File: src/rtl/uart_pkg.sv
// uart_pkg: shared constants and types for the configurable UART.
// Parity modes, FSM encodings and legal payload width bounds.
package uart_pkg;

  localparam logic [1:0] PAR_NONE = 2'b00;
  localparam logic [1:0] PAR_EVEN = 2'b01;
  localparam logic [1:0] PAR_ODD  = 2'b10;
  localparam logic [1:0] PAR_MARK = 2'b11;

  localparam int DATA_BITS_MIN = 5;
  localparam int DATA_BITS_MAX = 9;

  typedef enum logic [2:0] {
    ST_IDLE,
    ST_START,
    ST_DATA,
    ST_PARITY,
    ST_STOP
  } state_e;

  function automatic logic par_bit(
    input logic [1:0] mode,
    input logic       x
  );
    logic p;
    unique case (mode)
      PAR_EVEN: p = x;
      PAR_ODD:  p = ~x;
      PAR_MARK: p = 1'b1;
      default:  p = 1'b0;
    endcase
    return p;
  endfunction

endpackage

File: src/rtl/uart_bit_timer.sv
// uart_bit_timer: counts div clocks per bit while run is high.
// bit_end pulses on the last cycle of each bit period.
module uart_bit_timer #(
  parameter int DIV_WIDTH = 16
) (
  input  logic                 clk,
  input  logic                 rst,
  input  logic [DIV_WIDTH-1:0] div,
  input  logic                 run,
  output logic                 bit_end
);

  logic [DIV_WIDTH-1:0] cnt_q, cnt_d;
  logic [DIV_WIDTH-1:0] last;

  // div of 0 behaves as 1 so a reused timer never stalls
  assign last = (div == '0) ? '0 : div - DIV_WIDTH'(1);
  assign bit_end = run && (cnt_q == last);

  always_comb begin
    cnt_d = cnt_q;
    if (!run)         cnt_d = '0;
    else if (bit_end) cnt_d = '0;
    else              cnt_d = cnt_q + DIV_WIDTH'(1);
  end

  always_ff @(posedge clk) begin
    if (rst) cnt_q <= '0;
    else     cnt_q <= cnt_d;
  end

endmodule

File: src/rtl/uart_tx_cfg.sv
// uart_tx_cfg: UART transmitter with run-time divisor, parity and
// stop-bit selection, latched per frame; all outputs registered.
module uart_tx_cfg
  import uart_pkg::*;
#(
  parameter int DATA_BITS = 8,
  parameter int DIV_WIDTH = 16
) (
  input  logic                 clk,
  input  logic                 rst,
  input  logic [DATA_BITS-1:0] in_data,
  input  logic                 in_valid,
  output logic                 in_ready,
  input  logic [DIV_WIDTH-1:0] cfg_div,
  input  logic [1:0]           cfg_parity,
  input  logic                 cfg_stop2,
  output logic                 tx,
  output logic                 busy,
  output logic                 done
);

  localparam logic [3:0] LAST = 4'(DATA_BITS - 1);

  state_e state_q, state_d;
  logic [DATA_BITS-1:0] shift_q, shift_d;
  logic [3:0]           idx_q, idx_d;
  logic [DIV_WIDTH-1:0] div_q, div_d;
  logic [1:0]           mode_q, mode_d;
  logic                 stop2_q, stop2_d;
  logic                 par_q, par_d;
  logic tx_q, tx_d, busy_q, busy_d;
  logic done_q, done_d, rdy_q, rdy_d;
  logic bit_end;

  uart_bit_timer #(
    .DIV_WIDTH(DIV_WIDTH)
  ) u_timer (
    .clk    (clk),
    .rst    (rst),
    .div    (div_q),
    .run    (state_q != ST_IDLE),
    .bit_end(bit_end)
  );

  always_comb begin
    state_d = state_q;
    shift_d = shift_q;
    idx_d   = idx_q;
    div_d   = div_q;
    mode_d  = mode_q;
    stop2_d = stop2_q;
    par_d   = par_q;
    done_d  = 1'b0;
    unique case (state_q)
      ST_IDLE: begin
        if (in_valid && rdy_q) begin
          shift_d = in_data;
          div_d   = (cfg_div == '0) ? DIV_WIDTH'(1) : cfg_div;
          mode_d  = cfg_parity;
          stop2_d = cfg_stop2;
          par_d   = par_bit(cfg_parity, ^in_data);
          idx_d   = '0;
          state_d = ST_START;
        end
      end
      ST_START: if (bit_end) state_d = ST_DATA;
      ST_DATA: begin
        if (bit_end) begin
          shift_d = shift_q >> 1;
          if (idx_q == LAST) begin
            idx_d   = '0;
            state_d = (mode_q != PAR_NONE) ? ST_PARITY : ST_STOP;
          end else begin
            idx_d = idx_q + 4'd1;
          end
        end
      end
      ST_PARITY: if (bit_end) state_d = ST_STOP;
      ST_STOP: begin
        if (bit_end) begin
          if (stop2_q && idx_q == 4'd0) begin
            idx_d = 4'd1;
          end else begin
            idx_d   = '0;
            state_d = ST_IDLE;
            done_d  = 1'b1;
          end
        end
      end
      default: state_d = ST_IDLE;
    endcase

    // outputs are registered, so decode from the next state
    tx_d = 1'b1;
    unique case (1'b1)
      (state_d == ST_START):  tx_d = 1'b0;
      (state_d == ST_DATA):   tx_d = shift_d[0];
      (state_d == ST_PARITY): tx_d = par_d;
      default:                tx_d = 1'b1;
    endcase
    busy_d = (state_d != ST_IDLE);
    rdy_d  = (state_d == ST_IDLE);
  end

  always_ff @(posedge clk) begin
    if (rst) begin
      state_q <= ST_IDLE;
      shift_q <= '0;
      idx_q   <= '0;
      div_q   <= DIV_WIDTH'(1);
      mode_q  <= PAR_NONE;
      stop2_q <= 1'b0;
      par_q   <= 1'b0;
      tx_q    <= 1'b1;
      busy_q  <= 1'b0;
      done_q  <= 1'b0;
      rdy_q   <= 1'b0;
    end else begin
      state_q <= state_d;
      shift_q <= shift_d;
      idx_q   <= idx_d;
      div_q   <= div_d;
      mode_q  <= mode_d;
      stop2_q <= stop2_d;
      par_q   <= par_d;
      tx_q    <= tx_d;
      busy_q  <= busy_d;
      done_q  <= done_d;
      rdy_q   <= rdy_d;
    end
  end

  assign tx       = tx_q;
  assign busy     = busy_q;
  assign done     = done_q;
  assign in_ready = rdy_q;

endmodule

File: config.mk
export PLATFORM = sky130hd
export DESIGN_NAME = uart_tx_cfg
export DESIGN_NICKNAME = d
export VERILOG_FILES = /design/src/rtl/uart_pkg.sv /design/src/rtl/uart_bit_timer.sv /design/src/rtl/uart_tx_cfg.sv
export SDC_FILE = /design/constraint.sdc
export NUM_CORES = 1
export LEC_CHECK = 0
export CAP_MARGIN = 5
export CELL_PAD_IN_SITES_DETAIL_PLACEMENT = 0
export CELL_PAD_IN_SITES_GLOBAL_PLACEMENT = 1
export CORE_UTILIZATION = 43
export DETAILED_ROUTE_END_ITERATION = 10
export PLACE_DENSITY_LB_ADDON = 0.1
export SLEW_MARGIN = 20
export SYNTH_ARGS = -nofsm -noshare
export SYNTH_HDL_FRONTEND = slang
export SYNTH_HIERARCHICAL = 1
export SYNTH_SLANG_ARGS = --single-unit
File: constraint.sdc
create_clock -name clk -period 5.91 [get_ports clk]
set_clock_uncertainty 0.15 [all_clocks]
set_input_delay 1.773 -clock clk [delete_from_list [all_inputs] [get_ports clk]]
set_output_delay 1.773 -clock clk [all_outputs]
set_load 0.02 [all_outputs]
# Yosys cells after proc, flatten, opt, wreduce, memory -nomap -nowiden
# Index checks and enable logic that the tools add are counted.
totals:
  ff_bits: 55
  word_cells: 79
classes:
  n_addsub: 3
  n_eq_ne: 15
  n_reduce_logical: 19
  muxes: 25
  bitwise: 4
op_table:
  columns: ["cell", "count"]
  rows:
  - ["16-bit zero test", 2]
  - ["16-bit two-way mux", 2]
  - ["3-bit two-way mux", 8]
  - ["16-bit by 1-bit adder with 16-bit output (second input constant)", 1]
  - ["16-bit == test", 1]
  - ["4-bit two-way mux", 4]
  - ["8-bit two-way mux", 2]
  - ["8-bit one-hot mux with 2 select lines", 1]
  - ["16-bit by 1-bit subtractor with 16-bit output (second input constant)", 1]
  - ["3-bit one-hot mux with 5 select lines", 1]
  - ["3-bit by 2-bit == test with 1-bit output (second input constant)", 4]
  - ["4-bit one-hot mux with 3 select lines", 1]
  - ["3-bit nonzero test", 3]
  - ["8-bit XOR reduction", 1]
  - ["3-bit by 1-bit == test with 1-bit output (second input constant)", 2]
  - ["3-bit zero test", 2]
  - ["2-bit inequality test (second input constant)", 3]
  - ["1-bit one-hot mux with 3 select lines", 2]
  - ["3-bit OR reduction", 2]
  - ["4-bit by 1-bit adder with 4-bit output (second input constant)", 1]
  - ["2-bit == test (second input constant)", 2]
  - ["4-bit by 3-bit == test with 1-bit output (second input constant)", 1]
  - ["4-bit zero test", 1]
  - ["1-bit two-way mux", 4]
  - ["8 further kinds", 14]

# Depth between registers and ports, before layout
depth:
  ltp_word: 8
  depth_mapped: 14

# Cells and area by module
# Netlist, hierarchy kept.
modules_own_cells:
  columns: ["mod", "area_each_um2", "cells_each", "seq_area_each_um2", "instances"]
  rows:
  - ["uart_tx_cfg", 1805.5, 210, 780.7, 1]
  - ["uart_bit_timer", 1789.2, 239, 320.3, 1]

# Worst setup path after synthesis
# Ideal clock, no wire load.
synth_timing:
  path_type: "reg-to-reg"
  from: "register div_q[0]"
  to: "register tx_q, in the netlist tx"
  arrival_time_ps: 4048
  path_slack_ps: 1577
  setup_ps: 135
  synth_period_minus_slack_ps: 4333
  path_stages_with_launch: 14
  path_buffers: 0
  cell_sequence: "dfxtp_1 > inv_1 > ha_1 > or4b_4 > and2_4 > a21o_1 > or4b_1 > or4_1 > nor4_2 > inv_2 > or4b_4 > a21oi_4 > or2_1 > o2111ai_2"
synth_between:
  elab_chain_cells: 8
  elab_cells_between_ends: 16
synth_rtl:
  columns: ["element", "line", "source"]
  rows:
  - ["start, declared", "uart_tx_cfg.sv:27", "logic [DIV_WIDTH-1:0] div_q, div_d;"]
  - ["start signal, assigned", "uart_tx_cfg.sv:122", "div_q <= div_d;"]
  - ["16-bit by 1-bit subtractor with 16-bit output / 16-bit zero test (equally long branches)", "uart_bit_timer.sv:17", "assign last = (div == '0) ? '0 : div - DIV_WIDTH'(1);"]
  - ["16-bit two-way mux (*)", "uart_bit_timer.sv:17", null]
  - ["16-bit == test (*)", "uart_bit_timer.sv:18", "assign bit_end = run && (cnt_q == last);"]
  - ["1-bit logical AND (*)", "uart_bit_timer.sv:18", null]
  - ["named net bit_end", "uart_tx_cfg.sv:33", "logic bit_end;"]
  - ["3-bit two-way mux (on tied branches)", null, null]
  - ["3-bit one-hot mux with 5 select lines", "uart_tx_cfg.sv:54", "unique case (state_q)"]
  - ["3-bit by 2-bit == test with 1-bit output (tied with other cells)", "uart_tx_cfg.sv:98", "(state_d == ST_PARITY): tx_d = par_d;"]
  - ["1-bit one-hot mux with 3 select lines (*)", "uart_tx_cfg.sv:95", "unique case (1'b1)"]
  - ["end signal, assigned", "uart_tx_cfg.sv:126", "tx_q <= tx_d;"]
  - ["end, declared", "uart_tx_cfg.sv:31", "logic tx_q, tx_d, busy_q, busy_d;"]
# The timed path passes the listed nets; every way through them passes the cells marked *. The select of a mux whose other input is x is not followed.
# A chain may end at the register's enable or synchronous reset.

# Worst setup path in the final report
# Same ends and word-level chain as after synthesis.

==> metrics.txt <==
status completed; reported leakage power 1.29 nW; Post-DP Area 3880 um2; layout cell share with drive strength beyond 1 0.0803; clk_lat worst skew 300 ps; synthesized net count 483; TritonCTS Buffers 5; Netlist cell types 77; unrepaired setup endpoints after global routing no; overall power 0.823 mW; pin count of the biggest net entering global routing 53; Logic pwr share 0.259; crit-path cells inv_1, ha_1, nor4b_4, nand4_2, mux2_2, nand2b_1, or2_0, or4_1, nor4_2, inv_2, nor3_2, nor2_4, a21oi_2, o2111ai_2; drt total wl 8990 um; worst path arrival time 4960 ps; CTS max path bufs 2; critical path class reg -> reg; type of the tightest min-delay check reg -> reg; Routed Antenna Nets 0; Synth-to-Final Area Change 10.1%; Max IR drop VDD 0.0894 mV; setup TNS 0 ps; CP max stage cell nor3_2; CTS tree yes; Clock Sinks 55; hold buffers post-CTS 0; ranking of synthesized cells by area dfxtp_1 (31%), nand2_1 (6.7%), xnor2_1 (5.1%); top_reg_cell synth dfxtp_1; Sw Ratio 0.323; Clock Power Share 0.246; FP Rows 32; max-slew violation count 0; Net Switching 0.266 mW; most frequent cells in the layout nand2_1 (64), dfxtp_1 (55), nor2_1 (33), a21oi_1 (32), clkdlybuf4s50_1 (32); Synth Area in Compound Gates 0.176; commonest non-fill, non-tap cell in the layout nand2_1; WL/cell 16.0 um; Synth Area in Adders 0.0139; Post-Synth XOR/XNOR Area 0.0707; Clock Root Buffer clkbuf_8; Setup violations, final 0; sequential share of power 0.494; via count 3280; initial antenna violation count 0; main combinational cell family by area after synthesis simple AND/OR/NAND/NOR gates; starting DRC count in detailed routing 207; drt via density 5.83; Internal 0.557 mW; actual slew at the worst max-slew pin 989 ps; Fin. Hold Viols 0; Placer Congestion 0.886; fin crit share 0.834; CP max FO 10; post-synthesis cell count 449; simple-gate share of the synthesized area 0.351; grt ovf 0; top cell type by total area after synthesis dfxtp_1; Core Box Area 7890 um2; critical path capture point type flop; port buffer count 33; Die W 93.4 um; number of max-cap violations 0; cell area power density 208 nW/um2; EDFF count, synth 0; H-tree depth 2; highest clock rate 0.203 GHz; vias in the first global route 3159; Post-CTS Setup Inserts 0; Die Area 8730 um2; Warnings, synthesis 6; post-CTS sizing 0; synthesized cell area 3590 um2; Synth top area share 0.306; Nets 496; multiplexer share of the synthesized area 0.0174; DRC 0; Detailed Routing Iterations Pass 1 5; post-route minimum period 4930 ps; sequential share of the synthesized area 0.306; dpl ws 1030 ps; first-pass GRT wire length 15300 um; FFs w/ async S/R, synth 0; final setup margin 981 ps; Yosys reg bits 55; Boundary Pins 34; critical path data required time 5940 ps; Post-Syn Area per Cell 8.01 um2; Starting Density 0.456; Critical Path Source Type flop; crit-path max cell delay 680 ps; relative slew slack 0.341; Final Cell Area 3960 um2; Inserted Diodes 0; CTS clk-pin slew, worst paths 100 ps; Die H 93.4 um; GR Util All Layers 0.220; hpwl dp 6690 um
## layout make-up
class / count / area [um2]
Clock inverter: 1 / 7.51
Clock buffer: 5 / 68.8
Timing Repair Buffer: 34 / 333
Tap cell: 102 / 128
Multi-Input combinational cell: 351 / 2260
Inverter: 15 / 56.3
Sequential cell: 55 / 1100
Fill cell: 763 / 3930
## cell usage after synthesis, types with 4 or more instances
master and number:
a21oi_1 32, and4_1 4, clkbuf_1 16, a22oi_1 7, nand3b_1 4, nand4_1 8, nor2b_1 6, xnor2_1 21
dfxtp_1 55, nand2b_1 5, ha_1 4, nor4_1 19, or4_1 4, buf_6 7, nand3_1 14, and3_1 4
and2_1 4, nor2_1 33, inv_1 14, mux2i_1 4, nor3_1 14, o21ai_0 13, o31ai_1 4, or3_1 7
nand2_1 64, xor2_1 8
## path summary, 6_finish.rpt
path	start	endpoint	slack [ps]	depth (start not counted)
min reg2reg	shift_q[2]$_SDFFE_PP0P_	shift_q[2]$_SDFFE_PP0P_	310	2
max reg2reg	div_q[0]$_SDFFE_PP1P_	tx$_SDFF_PP1_	980	14
min	shift_q[2]$_SDFFE_PP0P_	shift_q[2]$_SDFFE_PP0P_	310	2
max	div_q[0]$_SDFFE_PP1P_	tx$_SDFF_PP1_	980	14
## per-stage QoR
step / utilization / cells / hold slack [ps]
final: 0.502 / 563 / 312
after global routing: 0.502 / 563 / 343
after CTS: 0.502 / 563 / 314
after detailed placement: 0.492 / 557 / 300
after global placement: 0.492 / 557 / 294
after floorplan: - / 449 / 283
## per-layer routing
layer,global-route usage,wire (um),part of all wire,up-vias
li1,-,-,-,1643
met1,0.298,4340,0.48,1560
met2,0.375,4320,0.48,75
met3,0.0285,292,0.032,2
met4,0.0410,38,0.0042,0
met5,0,0,0,-
## cell families (layout without fill, tap and decap cells)
family                   Yosys count  count (layout)
XOR/XNOR                          29              29
flip-flops                        55              55
AO/OA/AOI/OAI                     91              91
buffers and inverters             43              55
AND/OR/NAND/NOR                  221             221
adder cells (fa/ha/maj)            4               4
multiplexers                       6               6
## power by group through the flow
| stage | Sequential, mW | Combinational (mW) | Clock (mW) |
|---|---|---|---|
| 5_1_grt | 0.410 | 0.234 | 0.222 |
| 3_3_place_gp | 0.415 | 0.211 | 0 |
| 4_1_cts | 0.407 | 0.212 | 0.211 |
| 3_5_place_dp | 0.415 | 0.211 | 0 |
| 6_report | 0.407 | 0.213 | 0.203 |
| 2_1_floorplan | 0.407 | 0.161 | 0 |
## flip-flops by register name, indices dropped and copies added (netlist names)
name	flops
busy	1
div_q	16
done	1
idx_q	4
in_ready	1
mode_q	2
par_q	1
shift_q	8
state_q	3
stop2_q	1
tx	1
u_timer/cnt_q	16
## worst max-delay path, delay by kind of cell, from the launching register on
family	cells	cell delay, ps
simple gates	8	3110
flops	1	400
mux	1	370
compound gates	2	320
fa+ha+maj	1	250
buf+inv	2	220
(Power assumes the default switching activity.)
